File: src/rtl/imem_pkg.sv
`default_nettype none
// +--------------------------------------------------------------------------+
// | imem_pkg : shared constants, response record and parity helper for the   |
// |            instruction-memory responder.                                 |
// | Rev 1.0                                                                  |
// +--------------------------------------------------------------------------+
package imem_pkg;

    localparam int IMEM_ADDR_W = 7;
    localparam int IMEM_DATA_W = 32;

    // RV32I "addi x0,x0,0", returned for fetches outside the implemented array.
    localparam logic [IMEM_DATA_W-1:0] NOP_WORD = 32'h0000_0013;

    typedef struct packed {
        logic [IMEM_DATA_W-1:0] data;
        logic [IMEM_ADDR_W-1:0] addr;
        logic                   err;
    } rsp_t;

    // Even parity: the stored bit makes the total number of ones even.
    function automatic logic even_parity(input logic [IMEM_DATA_W-1:0] word);
        return ^word;
    endfunction

endpackage
`default_nettype wire

File: src/rtl/instr_mem_responder_rsp_fifo.sv
`default_nettype none
// +--------------------------------------------------------------------------+
// | rsp_fifo : synchronous FIFO with occupancy count and full/empty flags.   |
// | Rev 1.0                                                                  |
// +--------------------------------------------------------------------------+
module rsp_fifo #(
    parameter  int WIDTH = 40,
    parameter  int DEPTH = 2,
    localparam int CNT_W = $clog2(DEPTH + 1),
    localparam int PTR_W = (DEPTH > 1) ? $clog2(DEPTH) : 1
) (
    input  logic             clk_i,
    input  logic             rst_ni,
    input  logic             push_i,
    input  logic [WIDTH-1:0] push_data_i,
    input  logic             pop_i,
    output logic [WIDTH-1:0] head_o,
    output logic [CNT_W-1:0] count_o,
    output logic             full_o,
    output logic             empty_o
);

    localparam logic [PTR_W-1:0] LAST_PTR = PTR_W'(DEPTH - 1);

    logic [WIDTH-1:0] store_q [DEPTH];
    logic [PTR_W-1:0] wr_ptr_q, wr_ptr_d;
    logic [PTR_W-1:0] rd_ptr_q, rd_ptr_d;
    logic [CNT_W-1:0] count_q,  count_d;

    // Pointers wrap modulo DEPTH so non-power-of-two depths work.
    function automatic logic [PTR_W-1:0] bump(input logic [PTR_W-1:0] p);
        return (p == LAST_PTR) ? '0 : p + PTR_W'(1);
    endfunction

    always_comb begin
        wr_ptr_d = wr_ptr_q;
        rd_ptr_d = rd_ptr_q;
        count_d  = count_q;
        if (push_i) wr_ptr_d = bump(wr_ptr_q);
        if (pop_i)  rd_ptr_d = bump(rd_ptr_q);
        case ({push_i, pop_i})
            2'b10:   count_d = count_q + CNT_W'(1);
            2'b01:   count_d = count_q - CNT_W'(1);
            default: count_d = count_q;
        endcase
    end

    always_ff @(posedge clk_i or negedge rst_ni) begin
        if (!rst_ni) begin
            wr_ptr_q <= '0;
            rd_ptr_q <= '0;
            count_q  <= '0;
        end else begin
            wr_ptr_q <= wr_ptr_d;
            rd_ptr_q <= rd_ptr_d;
            count_q  <= count_d;
        end
    end

    always_ff @(posedge clk_i) begin
        if (push_i) store_q[wr_ptr_q] <= push_data_i;
    end

    assign head_o  = store_q[rd_ptr_q];
    assign count_o = count_q;
    assign full_o  = (count_q == CNT_W'(DEPTH));
    assign empty_o = (count_q == '0);

endmodule
`default_nettype wire

File: src/rtl/instr_mem_responder.sv
`default_nettype none
// +--------------------------------------------------------------------------+
// | instr_mem_responder : instruction memory serving in-order fetches over   |
// | valid/ready, with a side load port. Optional macro IMEM_PARITY_EN adds   |
// | per-word even parity and the parity_inject pin.                          |
// | Rev 1.0                                                                  |
// +--------------------------------------------------------------------------+
module instr_mem_responder
    import imem_pkg::*;
#(
    parameter int ADDR_WIDTH     = 7,
    parameter int DATA_WIDTH     = 32,
    parameter int DEPTH          = 128,
    parameter int RSP_FIFO_DEPTH = 2
) (
    input  logic                  clk,
    input  logic                  reset,
    input  logic                  req_valid,
    input  logic [ADDR_WIDTH-1:0] req_addr,
    output logic                  req_ready,
    output logic                  rsp_valid,
    output logic [DATA_WIDTH-1:0] rsp_data,
    output logic [ADDR_WIDTH-1:0] rsp_addr,
    output logic                  rsp_err,
    input  logic                  rsp_ready,
    input  logic                  load_en,
    input  logic [ADDR_WIDTH-1:0] load_addr,
`ifdef IMEM_PARITY_EN
    input  logic                  parity_inject,
`endif
    input  logic [DATA_WIDTH-1:0] load_data
);

    localparam int ENTRY_W  = DATA_WIDTH + ADDR_WIDTH + 1;
    localparam int CNT_W    = $clog2(RSP_FIFO_DEPTH + 1);
    localparam int CREDIT_W = CNT_W + 1;
    localparam logic [ADDR_WIDTH:0]   DEPTH_L = (ADDR_WIDTH + 1)'(DEPTH);
    localparam logic [DATA_WIDTH-1:0] NOP_L   = DATA_WIDTH'(NOP_WORD);

    logic [DATA_WIDTH-1:0] mem_q [DEPTH];
    logic [DATA_WIDTH-1:0] rd_data_q;
    logic [ADDR_WIDTH-1:0] rd_addr_q;
    logic                  rd_oor_q;
    logic                  inflight_q, inflight_d;

    logic                  fetch_in_range, load_in_range;
    logic                  accept, pop, push, stage_err;
    logic [CNT_W-1:0]      fifo_count;
    logic                  fifo_full, fifo_empty;
    logic [CREDIT_W-1:0]   credit;
    logic [ENTRY_W-1:0]    push_entry, head_entry;

    assign fetch_in_range = ({1'b0, req_addr}  < DEPTH_L);
    assign load_in_range  = ({1'b0, load_addr} < DEPTH_L);

    // Credit counts queued plus in-flight responses, freeing the slot popped this cycle.
    assign pop       = rsp_valid & rsp_ready;
    assign credit    = CREDIT_W'(fifo_count) + CREDIT_W'(inflight_q) - CREDIT_W'(pop);
    assign req_ready = reset & (credit < CREDIT_W'(RSP_FIFO_DEPTH));
    assign accept    = req_valid & req_ready;
    assign push      = inflight_q & ~fifo_full;

    assign inflight_d = accept;

    always_ff @(posedge clk or negedge reset) begin
        if (!reset) inflight_q <= 1'b0;
        else        inflight_q <= inflight_d;
    end

    // Non-blocking read and write on the same edge give read-before-write.
    always_ff @(posedge clk) begin
        if (load_en && load_in_range) mem_q[load_addr] <= load_data;
        if (accept) begin
            rd_addr_q <= req_addr;
            rd_oor_q  <= ~fetch_in_range;
            if (fetch_in_range) rd_data_q <= mem_q[req_addr];
            else                rd_data_q <= NOP_L;
        end
    end

`ifdef IMEM_PARITY_EN
    logic par_q [DEPTH];
    logic rd_par_q;

    always_ff @(posedge clk) begin
        if (load_en && load_in_range) par_q[load_addr] <= even_parity(load_data) ^ parity_inject;
        if (accept) begin
            if (fetch_in_range) rd_par_q <= par_q[req_addr];
            else                rd_par_q <= even_parity(NOP_L);
        end
    end

    assign stage_err = rd_oor_q | (even_parity(rd_data_q) != rd_par_q);
`else
    assign stage_err = rd_oor_q;
`endif

    assign push_entry = {stage_err, rd_addr_q, rd_data_q};

    rsp_fifo #(
        .WIDTH (ENTRY_W),
        .DEPTH (RSP_FIFO_DEPTH)
    ) u_rsp_fifo (
        .clk_i       (clk),
        .rst_ni      (reset),
        .push_i      (push),
        .push_data_i (push_entry),
        .pop_i       (pop),
        .head_o      (head_entry),
        .count_o     (fifo_count),
        .full_o      (fifo_full),
        .empty_o     (fifo_empty)
    );

    assign rsp_valid = ~fifo_empty;

    always_comb begin
        rsp_data = '0;
        rsp_addr = '0;
        rsp_err  = 1'b0;
        if (rsp_valid) {rsp_err, rsp_addr, rsp_data} = head_entry;
    end

endmodule
`default_nettype wire
File: config.mk
export PLATFORM = sky130hd
export DESIGN_NAME = instr_mem_responder
export DESIGN_NICKNAME = d
export VERILOG_FILES = /design/src/rtl/imem_pkg.sv /design/src/rtl/instr_mem_responder_rsp_fifo.sv /design/src/rtl/instr_mem_responder.sv
export SDC_FILE = /design/constraint.sdc
export NUM_CORES = 2
export LEC_CHECK = 0
export ABC_CLOCK_PERIOD_IN_PS = 7500
export BUFFER_PORTS_ARGS = -buffer_cell sky130_fd_sc_hd__buf_2
export CAP_MARGIN = 0
export CORE_ASPECT_RATIO = 0.7
export CORE_UTILIZATION = 41
export DETAILED_ROUTE_END_ITERATION = 8
export GPL_ROUTABILITY_DRIVEN = 1
export PLACE_DENSITY = 0.61
export SLEW_MARGIN = 20
export SYNTH_ARGS = -nofsm -noshare
export SYNTH_HDL_FRONTEND = slang
export SYNTH_MEMORY_MAX_BITS = 65536
export SYNTH_SLANG_ARGS = --single-unit
File: constraint.sdc
create_clock -name clk -period 7.5 [get_ports clk]
set_clock_uncertainty 0.15 [all_clocks]
set_input_delay 1.125 -clock clk [delete_from_list [all_inputs] [get_ports clk]]
set_output_delay 1.125 -clock clk [all_outputs]
set_load 0.03 [all_outputs]
==> metrics.csv <==
metric;value;unit
status;finished clean;
Overflow after GRT;0;
first-pass GRT wire length;591;mm
layout cells sized above 1;34.6;%
Total GRT Usage;21.5;%
initial antenna violation count;80;
pin count of the biggest net entering global routing;123;
Setup Crit Path Kind;flip-flop to output pin;
Worst Path Arrival;3.55;ns
vias per std cell;6.03;
min-delay worst type;flip-flop to flip-flop;
Clock Tree Buf Depth;4;
core area;0.388;sq mm
Vias;73200;
synthesized area per cell;25.8;sq um
total CTS buffers;395;
Crit path largest cell delay;0.47;ns
Post-synth EDFFs;4213;
Starting Density;41.3;%
syn_nets;6245;
Cell Pwr Density;272;mW/mm^2
final period utilization;64.3;%
Met2 Routed Length;192;mm
flop2flop setup slack;3.54;ns
Chip Width;749;um
detailed placer's ending HPWL;243;mm
CTS sink count;4218;
count of final hold-check violations;0;
post-cts resize count;0;
CP Max Fanout;4;
DRT met1 WL;177;mm
sequential fraction of the synthesis area;79.1;%
DRT antenna net count;0;
crit path cell chain;nor2_4 > nor2b_1 > ha_1 > nand2b_1 > fa_1 > xnor2_1 > and3_1 > buf_2;
final setup vio count;0;
Async SR Flop Fraction;0.119;%
highest metal used;met5;
I/O Buffers;91;
Ys Warns;0;
Cell Area, Synth;0.160;sq mm
slowest CP cell;dfrtp_1;
drc violations;0;
Synth Register Bits;4218;
H-tree depth;5;
row count;191;
area grow syn2layout;13.6;%
WHS;0.279;ns
Worst-Margin Slew;1.18;ns
Final Wtd Congestion;0.807;
maximum vdd drop;200;uV
worst path required time;6.22;ns
routed wire length;429;mm
slew margin rel.;21.0;%
max-slew violation count;0;
Setup Buffers After CTS;0;
Critical Path Start Type;flip-flop;
layout filler cell count;31100;
clk slew on worst S/H paths;0.07;ns
Crit. End Element;output pin;
top_reg_cell synth;edfxtp_1;
Cell variety after synth;30;
Synth Instances;6191;
Clock Latency Late Sink;0.97;ns
routed wl met3;51.6;mm
Die Height;525;um
io pins;93;
setup_tns;0;ns
DR WL/cell;35.3;um
CTS Hold Bufs;1;
Max Cap Viol;0;
LEAKAGE;0.0552;uW
total die area;0.393;sq mm
crit path time final;4.82;ns
fin nets;6659;
DR pass1 iterations;6;
CTS tree;done;
vias in the first global route;72100;
root buffer cell;clkbuf_16;
RSZ-0062 raised after global routing;false;
DR iter-0 viols;11200;
Max Clk Rate;207;MHz
-- worst max-delay path: cells and delay by family (launching register included) --
family,cells,cell delay (ns)
AND/OR/NAND/NOR,4,0.89
adder cells (fa/ha/maj),2,0.71
flip-flops,1,0.47
buffers and inverters,1,0.38
XOR/XNOR,1,0.15
-- synth_stat cells, types with 3 or more instances --
| library cell | count | share of area (%) |
|---|---|---|
| xnor2_1 | 5 | 0.027 |
| nand4_1 | 4 | 0.016 |
| inv_1 | 5 | 0.012 |
| buf_2 | 75 | 0.23 |
| nor2b_1 | 7 | 0.027 |
| buf_4 | 3 | 0.014 |
| buf_1 | 65 | 0.15 |
| mux2i_1 | 39 | 0.24 |
| edfxtp_1 | 4213 | 79 |
| mux2_2 | 32 | 0.23 |
| nor3_1 | 3 | 0.0094 |
| mux4_2 | 1344 | 19 |
| nand2_1 | 12 | 0.028 |
| dfrtp_1 | 5 | 0.078 |
| nor2_1 | 171 | 0.40 |
| nand3_1 | 11 | 0.034 |
| clkbuf_1 | 180 | 0.42 |
-- per-layer routing --
| metal | global-route usage, % | vias up |
|---|---|---|
| li1 | - | 28000 |
| met1 | 33.1 | 40300 |
| met2 | 31.6 | 4283 |
| met3 | 5.38 | 530 |
| met4 | 4.15 | 26 |
| met5 | 0 | - |
-- report_power, final --
group	total, uW	internal [uW]	switching [uW]
clock network	19900	11100	8780
registers	26200	26200	79.8
logic	3380	1120	2260
total	49500	38400	11100
-- stage by stage --
step	area (sq um)	instances	total power, uW	util [%]	setup WS [ns]
2_1_floorplan	160000	6191	28400	-	2.93
3_3_place_gp	169000	11400	30100	43.6	2.15
3_5_place_dp	169000	11400	30200	43.6	2.16
4_1_cts	182000	12100	49800	46.9	2.54
5_1_grt	182000	12100	50800	46.9	2.46
6_report	182000	12100	49500	46.9	2.68
-- registers in the layout, summed over array words and instances (netlist names) --
register and cells:
mem_q 4096, rd_data_q 32, u_rsp_fifo.rd_ptr_q 1, u_rsp_fifo.wr_ptr_q 1, rd_addr_q 7, u_rsp_fifo.count_o 2
u_rsp_fifo.store_q 78, inflight_q 1
-- path summary, 6_finish.rpt --
path / depth (start not counted) / end / from
worst max-delay path: 8 / req_ready / u_rsp_fifo.count_o[1]$_DFFE_PN0P_
worst min-delay path: 0 / u_rsp_fifo.store_q[1][16]$_DFFE_PP_ / rd_data_q[16]$_DFFE_PP_
worst max register to register: 9 / rd_data_q[10]$_DFFE_PP_ / u_rsp_fifo.count_o[1]$_DFFE_PN0P_
worst min register to register: 0 / u_rsp_fifo.store_q[1][16]$_DFFE_PP_ / rd_data_q[16]$_DFFE_PP_
max in group asynchronous: 2 / u_rsp_fifo.rd_ptr_q$_DFFE_PN0P_ / reset
min in group asynchronous: 2 / u_rsp_fifo.wr_ptr_q$_DFFE_PN0P_ / reset
-- cell type report --
type	count	area (sq um)	area share, %
well taps	5211	6520	3.59
repair buffers	342	3010	1.66
inverters	5	18.8	0.0103
diodes	9	22.5	0.0124
clock inverters	235	2330	1.28
flip-flops and latches	4218	127000	69.6
clock buffers	479	10300	5.64
multi-input cells	1643	33000	18.2
-- cell usage in the layout, fill, tap and decap left out, drive strengths merged, types with 16 or more instances in the layout --
master,netlist,routed
buf,145,341
bufinv,0,39
clkbuf,180,479
clkinv,0,175
edfxtp,4213,4213
inv,5,16
mux2,32,32
mux2i,39,39
mux4,1344,1344
nor2,171,171
-- cell families (layout without fill, tap and decap cells) --
kind of cell | after synthesis | count (layout) | synth area share (%)
flip-flops | 4218 | 4218 | 79.1
multiplexers | 1415 | 1415 | 19.4
buffers and inverters | 330 | 1061 | 0.849
AND/OR/NAND/NOR | 217 | 217 | 0.556
XOR/XNOR | 6 | 6 | 0.0328
adder cells (fa/ha/maj) | 3 | 3 | 0.0281
other | 1 | 10 | 0.00234
AO/OA/AOI/OAI | 1 | 1 | 0.00312
Power figures use the tool's default switching activity.
